$ cat config.mk
export PLATFORM = sky130hd
export DESIGN_NAME = alu_sliced_flat
export DESIGN_NICKNAME = d
export VERILOG_FILES = /design/src/rtl/alu_sliced_if.sv /design/src/rtl/alu_sliced.sv /design/src/flat_wrapper.sv
export SDC_FILE = /design/constraint.sdc
export NUM_CORES = 2
export LEC_CHECK = 0
export ABC_AREA = 1
export CORE_MARGIN = 3
export CORE_UTILIZATION = 55
export CTS_BUF_LIST = sky130_fd_sc_hd__clkbuf_16
export DETAILED_ROUTE_END_ITERATION = 6
export PLACE_DENSITY = 0.78
export SYNTH_ARGS = -nofsm -noshare
export SYNTH_HDL_FRONTEND = slang
export SYNTH_SLANG_ARGS = --single-unit
$ cat constraint.sdc
create_clock -name clk -period 5.75 [get_ports clk]
set_input_delay 1.15 -clock clk [delete_from_list [all_inputs] [get_ports clk]]
set_output_delay 1.15 -clock clk [all_outputs]
set_load 0.03 [all_outputs]
$ cat src/rtl/alu_sliced_if.sv
// Request/response bundle for the sliced ALU: operands and opcode in,
// start/ready/busy/done handshake, registered result and flags out.
interface alu_sliced_if #(
    parameter int DWIDTH = 128
);
    logic              start;
    logic              mode;
    logic [2:0]        opsel;
    logic [DWIDTH-1:0] op1;
    logic [DWIDTH-1:0] op2;
    logic              ready;
    logic              busy;
    logic              done;
    logic [DWIDTH-1:0] result;
    logic              c_flag;
    logic              z_flag;
    logic              o_flag;
    logic              s_flag;

    modport master (
        output start, mode, opsel, op1, op2,
        input  ready, busy, done, result,
        input  c_flag, z_flag, o_flag, s_flag
    );

    modport slave (
        input  start, mode, opsel, op1, op2,
        output ready, busy, done, result,
        output c_flag, z_flag, o_flag, s_flag
    );
endinterface

$ cat src/rtl/alu_sliced.sv
// Multi-cycle ALU: DWIDTH-bit op computed SLICE bits per cycle, LSB first.
// Ports: clk, rst (sync, active-high), bus (alu_sliced_if.slave).
module alu_sliced #(
    parameter int DWIDTH = 128,
    parameter int SLICE  = 32
) (
    input  logic         clk,
    input  logic         rst,
    alu_sliced_if.slave  bus
);
    localparam int NSLICE = DWIDTH / SLICE;
    localparam int CW     = (NSLICE > 1) ? $clog2(NSLICE) : 1;
    localparam int MSB    = DWIDTH - 1;

    typedef enum logic [1:0] {S_IDLE, S_BUSY, S_DONE} state_t;

    state_t            state_q, state_d;
    logic [CW-1:0]     cnt_q, cnt_d;
    logic              carry_q, carry_d;
    logic [DWIDTH-1:0] a_q, a_d;
    logic [DWIDTH-1:0] b_q, b_d;
    logic [3:0]        opc_q, opc_d;
    logic [DWIDTH-1:0] acc_q, acc_d;
    logic [DWIDTH-1:0] res_q, res_d;
    logic              c_q, c_d, z_q, z_d, o_q, o_d, s_q, s_d;
    logic              busy_q, done_q;

    logic              ready;
    logic              accept;
    logic              last;
    logic [3:0]        opc_in;
    logic [DWIDTH-1:0] beff_in;
    logic              cin_in;
    logic [SLICE-1:0]  a_sl, b_sl;
    logic [SLICE:0]    sum_sl;
    logic              arith, sub_cls;
    logic [DWIDTH-1:0] fin;

    assign ready  = (state_q == S_IDLE) || (state_q == S_DONE);
    assign accept = ready && bus.start;
    assign last   = (cnt_q == CW'(NSLICE - 1));
    assign opc_in = {bus.mode, bus.opsel};

    // Operand B and carry-in folded so every arithmetic op is A + Beff + cin.
    always_comb begin
        beff_in = bus.op2;
        cin_in  = 1'b0;
        unique case (opc_in)
            4'h1: begin beff_in = ~bus.op2; cin_in = ~c_q; end
            4'h3: begin beff_in = ~bus.op2; cin_in = 1'b1; end
            4'h4: begin beff_in = '0;       cin_in = 1'b1; end
            4'h5: begin beff_in = '1;       cin_in = 1'b0; end
            4'h6: cin_in = 1'b1;
            4'h7: cin_in = c_q;
            default: ;
        endcase
    end

    assign arith   = !opc_q[3] && (opc_q[2:0] != 3'd2);
    assign sub_cls = (opc_q == 4'h1) || (opc_q == 4'h3) || (opc_q == 4'h5);

    assign a_sl   = a_q[int'(cnt_q)*SLICE +: SLICE];
    assign b_sl   = b_q[int'(cnt_q)*SLICE +: SLICE];
    assign sum_sl = {1'b0, a_sl} + {1'b0, b_sl} + {{SLICE{1'b0}}, carry_q};

    always_comb begin
        state_d = state_q;
        cnt_d   = cnt_q;
        carry_d = carry_q;
        a_d     = a_q;
        b_d     = b_q;
        opc_d   = opc_q;
        acc_d   = acc_q;
        res_d   = res_q;
        c_d     = c_q;
        z_d     = z_q;
        o_d     = o_q;
        s_d     = s_q;
        fin     = '0;

        if (accept) begin
            a_d     = bus.op1;
            b_d     = beff_in;
            opc_d   = opc_in;
            carry_d = cin_in;
        end

        unique case (state_q)
            S_IDLE: if (bus.start) state_d = S_BUSY;
            S_BUSY: begin
                acc_d[int'(cnt_q)*SLICE +: SLICE] = sum_sl[SLICE-1:0];
                carry_d = sum_sl[SLICE];
                cnt_d   = cnt_q + CW'(1);
                if (last) begin
                    state_d = S_DONE;
                    cnt_d   = '0;
                    carry_d = 1'b0;
                    unique case (opc_q)
                        4'h2:    fin = a_q;
                        4'h8:    fin = a_q & b_q;
                        4'h9:    fin = a_q | b_q;
                        4'hA:    fin = a_q ^ b_q;
                        4'hB:    fin = ~a_q;
                        4'hC:    fin = a_q >> 1;
                        4'hD:    fin = a_q << 1;
                        4'hE,
                        4'hF:    fin = '0;
                        default: fin = acc_d;
                    endcase
                    res_d = fin;
                    z_d   = (fin == '0);
                    s_d   = fin[MSB];
                    c_d   = 1'b0;
                    o_d   = 1'b0;
                    if (arith) begin
                        // Subtract class reports borrow, not carry.
                        c_d = sum_sl[SLICE] ^ sub_cls;
                        o_d = (a_q[MSB] == b_q[MSB]) && (fin[MSB] != a_q[MSB]);
                    end else if (opc_q == 4'hC) begin
                        c_d = a_q[0];
                    end else if (opc_q == 4'hD) begin
                        c_d = a_q[MSB];
                    end
                end
            end
            S_DONE: state_d = bus.start ? S_BUSY : S_IDLE;
            default: state_d = S_IDLE;
        endcase
    end

    always_ff @(posedge clk) begin
        if (rst) begin
            state_q <= S_IDLE;
            cnt_q   <= '0;
            carry_q <= 1'b0;
            a_q     <= '0;
            b_q     <= '0;
            opc_q   <= '0;
            acc_q   <= '0;
            res_q   <= '0;
            c_q     <= 1'b0;
            z_q     <= 1'b0;
            o_q     <= 1'b0;
            s_q     <= 1'b0;
            busy_q  <= 1'b0;
            done_q  <= 1'b0;
        end else begin
            state_q <= state_d;
            cnt_q   <= cnt_d;
            carry_q <= carry_d;
            a_q     <= a_d;
            b_q     <= b_d;
            opc_q   <= opc_d;
            acc_q   <= acc_d;
            res_q   <= res_d;
            c_q     <= c_d;
            z_q     <= z_d;
            o_q     <= o_d;
            s_q     <= s_d;
            busy_q  <= (state_d == S_BUSY);
            done_q  <= (state_d == S_DONE);
        end
    end

    assign bus.ready  = ready;
    assign bus.busy   = busy_q;
    assign bus.done   = done_q;
    assign bus.result = res_q;
    assign bus.c_flag = c_q;
    assign bus.z_flag = z_q;
    assign bus.o_flag = o_q;
    assign bus.s_flag = s_q;
endmodule

$ cat src/flat_wrapper.sv
// flat-port wrapper written by rule: the top's interface ports become plain ports
module alu_sliced_flat 
#(
    parameter int DWIDTH = 128,
    parameter int SLICE  = 32
)
  (clk, rst, bus_start, bus_mode, bus_opsel, bus_op1, bus_op2, bus_ready, bus_busy, bus_done, bus_result, bus_c_flag, bus_z_flag, bus_o_flag, bus_s_flag);
  alu_sliced_if #(.DWIDTH(DWIDTH)) bus_i ();
  input  logic clk;
  input  logic rst;
  input wire logic [$bits(bus_i.start)-1:0] bus_start;
  input wire logic [$bits(bus_i.mode)-1:0] bus_mode;
  input wire logic [$bits(bus_i.opsel)-1:0] bus_opsel;
  input wire logic [$bits(bus_i.op1)-1:0] bus_op1;
  input wire logic [$bits(bus_i.op2)-1:0] bus_op2;
  output wire logic [$bits(bus_i.ready)-1:0] bus_ready;
  output wire logic [$bits(bus_i.busy)-1:0] bus_busy;
  output wire logic [$bits(bus_i.done)-1:0] bus_done;
  output wire logic [$bits(bus_i.result)-1:0] bus_result;
  output wire logic [$bits(bus_i.c_flag)-1:0] bus_c_flag;
  output wire logic [$bits(bus_i.z_flag)-1:0] bus_z_flag;
  output wire logic [$bits(bus_i.o_flag)-1:0] bus_o_flag;
  output wire logic [$bits(bus_i.s_flag)-1:0] bus_s_flag;
  assign bus_i.start = bus_start;
  assign bus_i.mode = bus_mode;
  assign bus_i.opsel = bus_opsel;
  assign bus_i.op1 = bus_op1;
  assign bus_i.op2 = bus_op2;
  assign bus_ready = bus_i.ready;
  assign bus_busy = bus_i.busy;
  assign bus_done = bus_i.done;
  assign bus_result = bus_i.result;
  assign bus_c_flag = bus_i.c_flag;
  assign bus_z_flag = bus_i.z_flag;
  assign bus_o_flag = bus_i.o_flag;
  assign bus_s_flag = bus_i.s_flag;
  alu_sliced #(.DWIDTH(DWIDTH), .SLICE(SLICE)) u_core (.clk(clk), .rst(rst), .bus(bus_i));
endmodule
==> results.txt <==
The number of nets handed over by synthesis was 6212. The number of cells on the worst reg-to-reg path is 25. The simple-gate area share of the yosys netlist is 0.224. Data on the critical path is required at its endpoint by 6.31 ns.

398 I/O pins were placed. The flow ran to the end, but the final reports show violations. The relative area change from synthesis to final layout came out at 16.7%. Timing would allow up to 208 MHz.

Path type of the worst setup path: flop to flop. Dividing the detail-routed wire length by the instance count gives 23.7 um. For the overall die area, the log shows 69600 sq um. The number of core rows is 93. The number of hold-slack violations in the final timing report is 0, and the utilization of the core after routing is 0.655. The remaining antenna violation count after routing is 0, and the setup TNS after final layout is 0 ns.

The run gives 526 as the clock sink count. Number of instances in the synthesized netlist: 5654. Buffers placed on the I/O ports in this run total 397. The async set-or-reset flop fraction in the synthesized netlist was 0.

The design draws 0.0117 W. The worst hold path was traced through 2 stages. The number of antenna violations at the first check in global routing was 10; the worst voltage drop across the vdd grid was 0.253 mV. After clock tree synthesis, the clock-pin slew on the worst setup and hold paths is 0.06 ns.

Worst-margin pin slew: 1.51 ns. Entering global routing, the biggest net connects 153 pins. Averaged over all synthesized cells, the footprint is 6.47 sq um. The main combinational cell family by area after synthesis is compound AO/OA/AOI/OAI gates.

The overall routing resource usage is 0.430. The part of the cycle the worst path needs is 0.836. Setup repair after global routing left no endpoint under its margin. The type of element launching the critical path was a flop. The compound-gate portion of the synthesized area works out to 0.266. The number of hold buffers added after CTS was 0. Xor and xnor area share after synthesis: 0.000240. The number of max-slew violations in the final report is 2, and the area inside the core boundary is 65200 sq um.

Share of the yosys chip area belonging to registers: 0.288. The share of synthesized area spent on multiplexers is 0.000274. TritonCTS built the clock tree. For the H-tree depth, the log shows 2. The run gives 6774 as the initial DRC count. After detailed routing, the number of remaining DRC violations is 4. The run gives 0 as the number of post-CTS setup repair buffers. The starting density of the core is 0.561, and the floorplan die height is 264 um. The number of global-route vias before repair is 37100. The clock passes through at most 3 buffers. The routed design could run at a clock period as short as 4.81 ns. The path class of the tightest hold or removal check is flop to flop. Power spread over the standard cell area amounts to 274 nW/um^2. The relative slew slack was -0.0296; the critical-path maximum fanout was 75.

The analysis attributes to cell leakage a power of 19.3 nW. The tool flagged a number of max-cap violations equal to 2. The adder-cell area share of the yosys netlist was 0.101. Number of nets at the end of the flow: 6344. The top cell type's share of synthesized area was 0.288; the total number of yosys warnings was 0. The x dimension of the die came out at 264 um. The count of flip-flops with a built-in enable after synthesis was 0. The final reports fail on design-rule violations, max-capacitance violations, max-slew violations. The placed wire-length estimate after detailed placement was 114000 um; the final worst hold slack was 0.499 ns. For the worst-skew pair, the clock arrives at the later sink with an insertion delay of 0.64 ns. The worst setup path is captured at a flop.

The number of setup violations in the final report came out at 0. The first detailed-routing pass took 7 iterations. The number of buffers created by CTS was 57; the last weighted congestion value of the routability-driven placer was 1.03. For the remaining global-route overflow, the log shows 0.

The flip-flop cell with the highest count after synthesis was dfxtp_1. The final route contains 42200 vias. Using the TritonRoute via totals, the vias-per-cell ratio works out to 6.31.

After synthesis the netlist holds a flip-flop and latch count of 526. Summing every instance area after synthesis gives 36600 sq um. The final layout contains routed wiring with a total length of 158000 um. The global-route wire length before repair is 233000 um, and the data arrival time at the worst-slack endpoint is 5.37 ns. Summed over all instances, the cell type with the most area after synthesis is dfxtp_1. The netlist uses 43 different library cells. Once the clock tree was built, the resizer swapped 0 gates to a different size. The layout cell share with drive strength beyond 1 works out to 0.0381. The maximum clock skew at final layout came out at 0.0289 ns. By area the synthesized netlist is led by dfxtp_1 (29%), nand2_1 (12%), ha_1 (10%). The buffer cell driving the clock tree root was clkbuf_16.
==> final timing paths <==
path | startpoint | end | slack, ns
worst min-delay path | u_core.bus.z_flag | u_core.bus.z_flag | 0.50
worst min register to register | u_core.bus.z_flag | u_core.bus.z_flag | 0.50
worst max register to register | u_core.cnt_q[0] | u_core.bus.z_flag | 0.94
worst max-delay path | u_core.cnt_q[0] | u_core.bus.z_flag | 0.94
==> through the flow <==
step | instances | worst slack [ns] | area [sq um]
global placement | 6582 | 1.06 | 40900
detailed placement | 6582 | 0.989 | 40900
floorplan | 5654 | 1.69 | 36600
global route | 6686 | 0.651 | 42700
CTS | 6686 | 0.962 | 42700
finish | 6687 | 0.945 | 42700
==> cells in the final DEF, fill, tap and decap left out, types with 17 or more instances in the layout <==
cell type	Yosys	final
a211oi_1	17	17
o22ai_1	76	76
inv_1	709	716
o211ai_1	110	110
clkbuf_16	0	58
o21ai_1	58	58
o21ai_0	660	660
o221ai_1	28	28
a21oi_1	544	543
nor2_1	211	203
ha_1	293	293
a31oi_1	150	150
dfxtp_1	526	525
o2111ai_1	31	31
nor3_1	38	36
nand3_1	430	430
nand2_1	1197	1194
buf_4	7	78
clkdlybuf4s50_1	0	396
nand4_1	70	70
==> critical path: stages, from the launching register on <==
cell	delay, ns
dfxtp_4	0.36
inv_4	0.49
o21ai_0	0.20
a21oi_1	0.16
a21oi_1	0.08
fa_1	0.46
fa_1	0.48
nand2_1	0.12
nand2_1	0.09
nand3_1	0.09
nand2_1	0.14
nand2_1	0.12
nand2_1	0.09
nand2_1	0.07
nand2_1	0.15
nand3_1	0.14
nand3_1	0.08
nand2_1	0.11
nand2_1	0.07
nor2_1	0.25
nand3_1	0.17
nor2_1	0.21
nand3_1	0.18
nor2_1	0.17
nand3_1	0.09
a21oi_1	0.12
==> state kept, by name, indices dropped and copies added, names as in the netlist <==
register           cells
u_core.a_q           128
u_core.acc_q         128
u_core.b_q           128
u_core.bus.result    128
u_core.opc_q           4
u_core.cnt_q           2
u_core.state_q         2
u_core.bus.busy        1
u_core.bus.c_flag      1
u_core.bus.done        1
u_core.bus.o_flag      1
u_core.bus.z_flag      1
u_core.carry_q         1
==> where the power goes <==
| part | switching, W | internal [W] | total (W) |
|---|---|---|---|
| logic | 0.00268 | 0.00112 | 0.00380 |
| registers | 0.000340 | 0.00391 | 0.00424 |
| clock network | 0.00169 | 0.00197 | 0.00366 |
==> cells in the mapped netlist, types with 28 or more instances <==
master / number
nand3_1: 430
o22ai_1: 76
a21oi_1: 544
o211ai_1: 110
ha_1: 293
nor2_1: 211
inv_1: 709
o221ai_1: 28
buf_1: 42
nor3_1: 38
nand2_1: 1197
o21ai_1: 58
buf_2: 72
a31oi_1: 150
o21ai_0: 660
dfxtp_1: 526
o2111ai_1: 31
clkbuf_1: 289
nand4_1: 70
==> logic make-up after synthesis <==
family,count (synthesis)
muxes,1
buffers and inverters,1136
DFF,526
xor gates and xnor gates,1
and+or+nand+nor,1966
AOI/OAI and AO/OA,1729
adders and majority gates,295
==> final cells by class <==
class	instances	area (sq um)
Timing Repair Buffer	485	4750
Inverter	724	2730
Tap cell	855	1070
Fill cell	5998	22500
Clock inverter	46	334
Clock buffer	58	1450
Antenna cell	1	2.50
Multi-Input combinational cell	3992	21800
Sequential cell	526	10500
==> per-layer routing <==
metal / up-vias / GRT usage / part of all wire / routed length [um]
met2: 2940 / 0.604 / 0.40 / 63500
met3: 438 / 0.163 / 0.16 / 25700
met5: - / 0 / 0.00065 / 103
met4: 14 / 0.164 / 0.047 / 7370
met1: 19400 / 0.593 / 0.39 / 61600
li1: 19400 / - / - / -
Note: power is estimated with default switching activity, not from simulation.
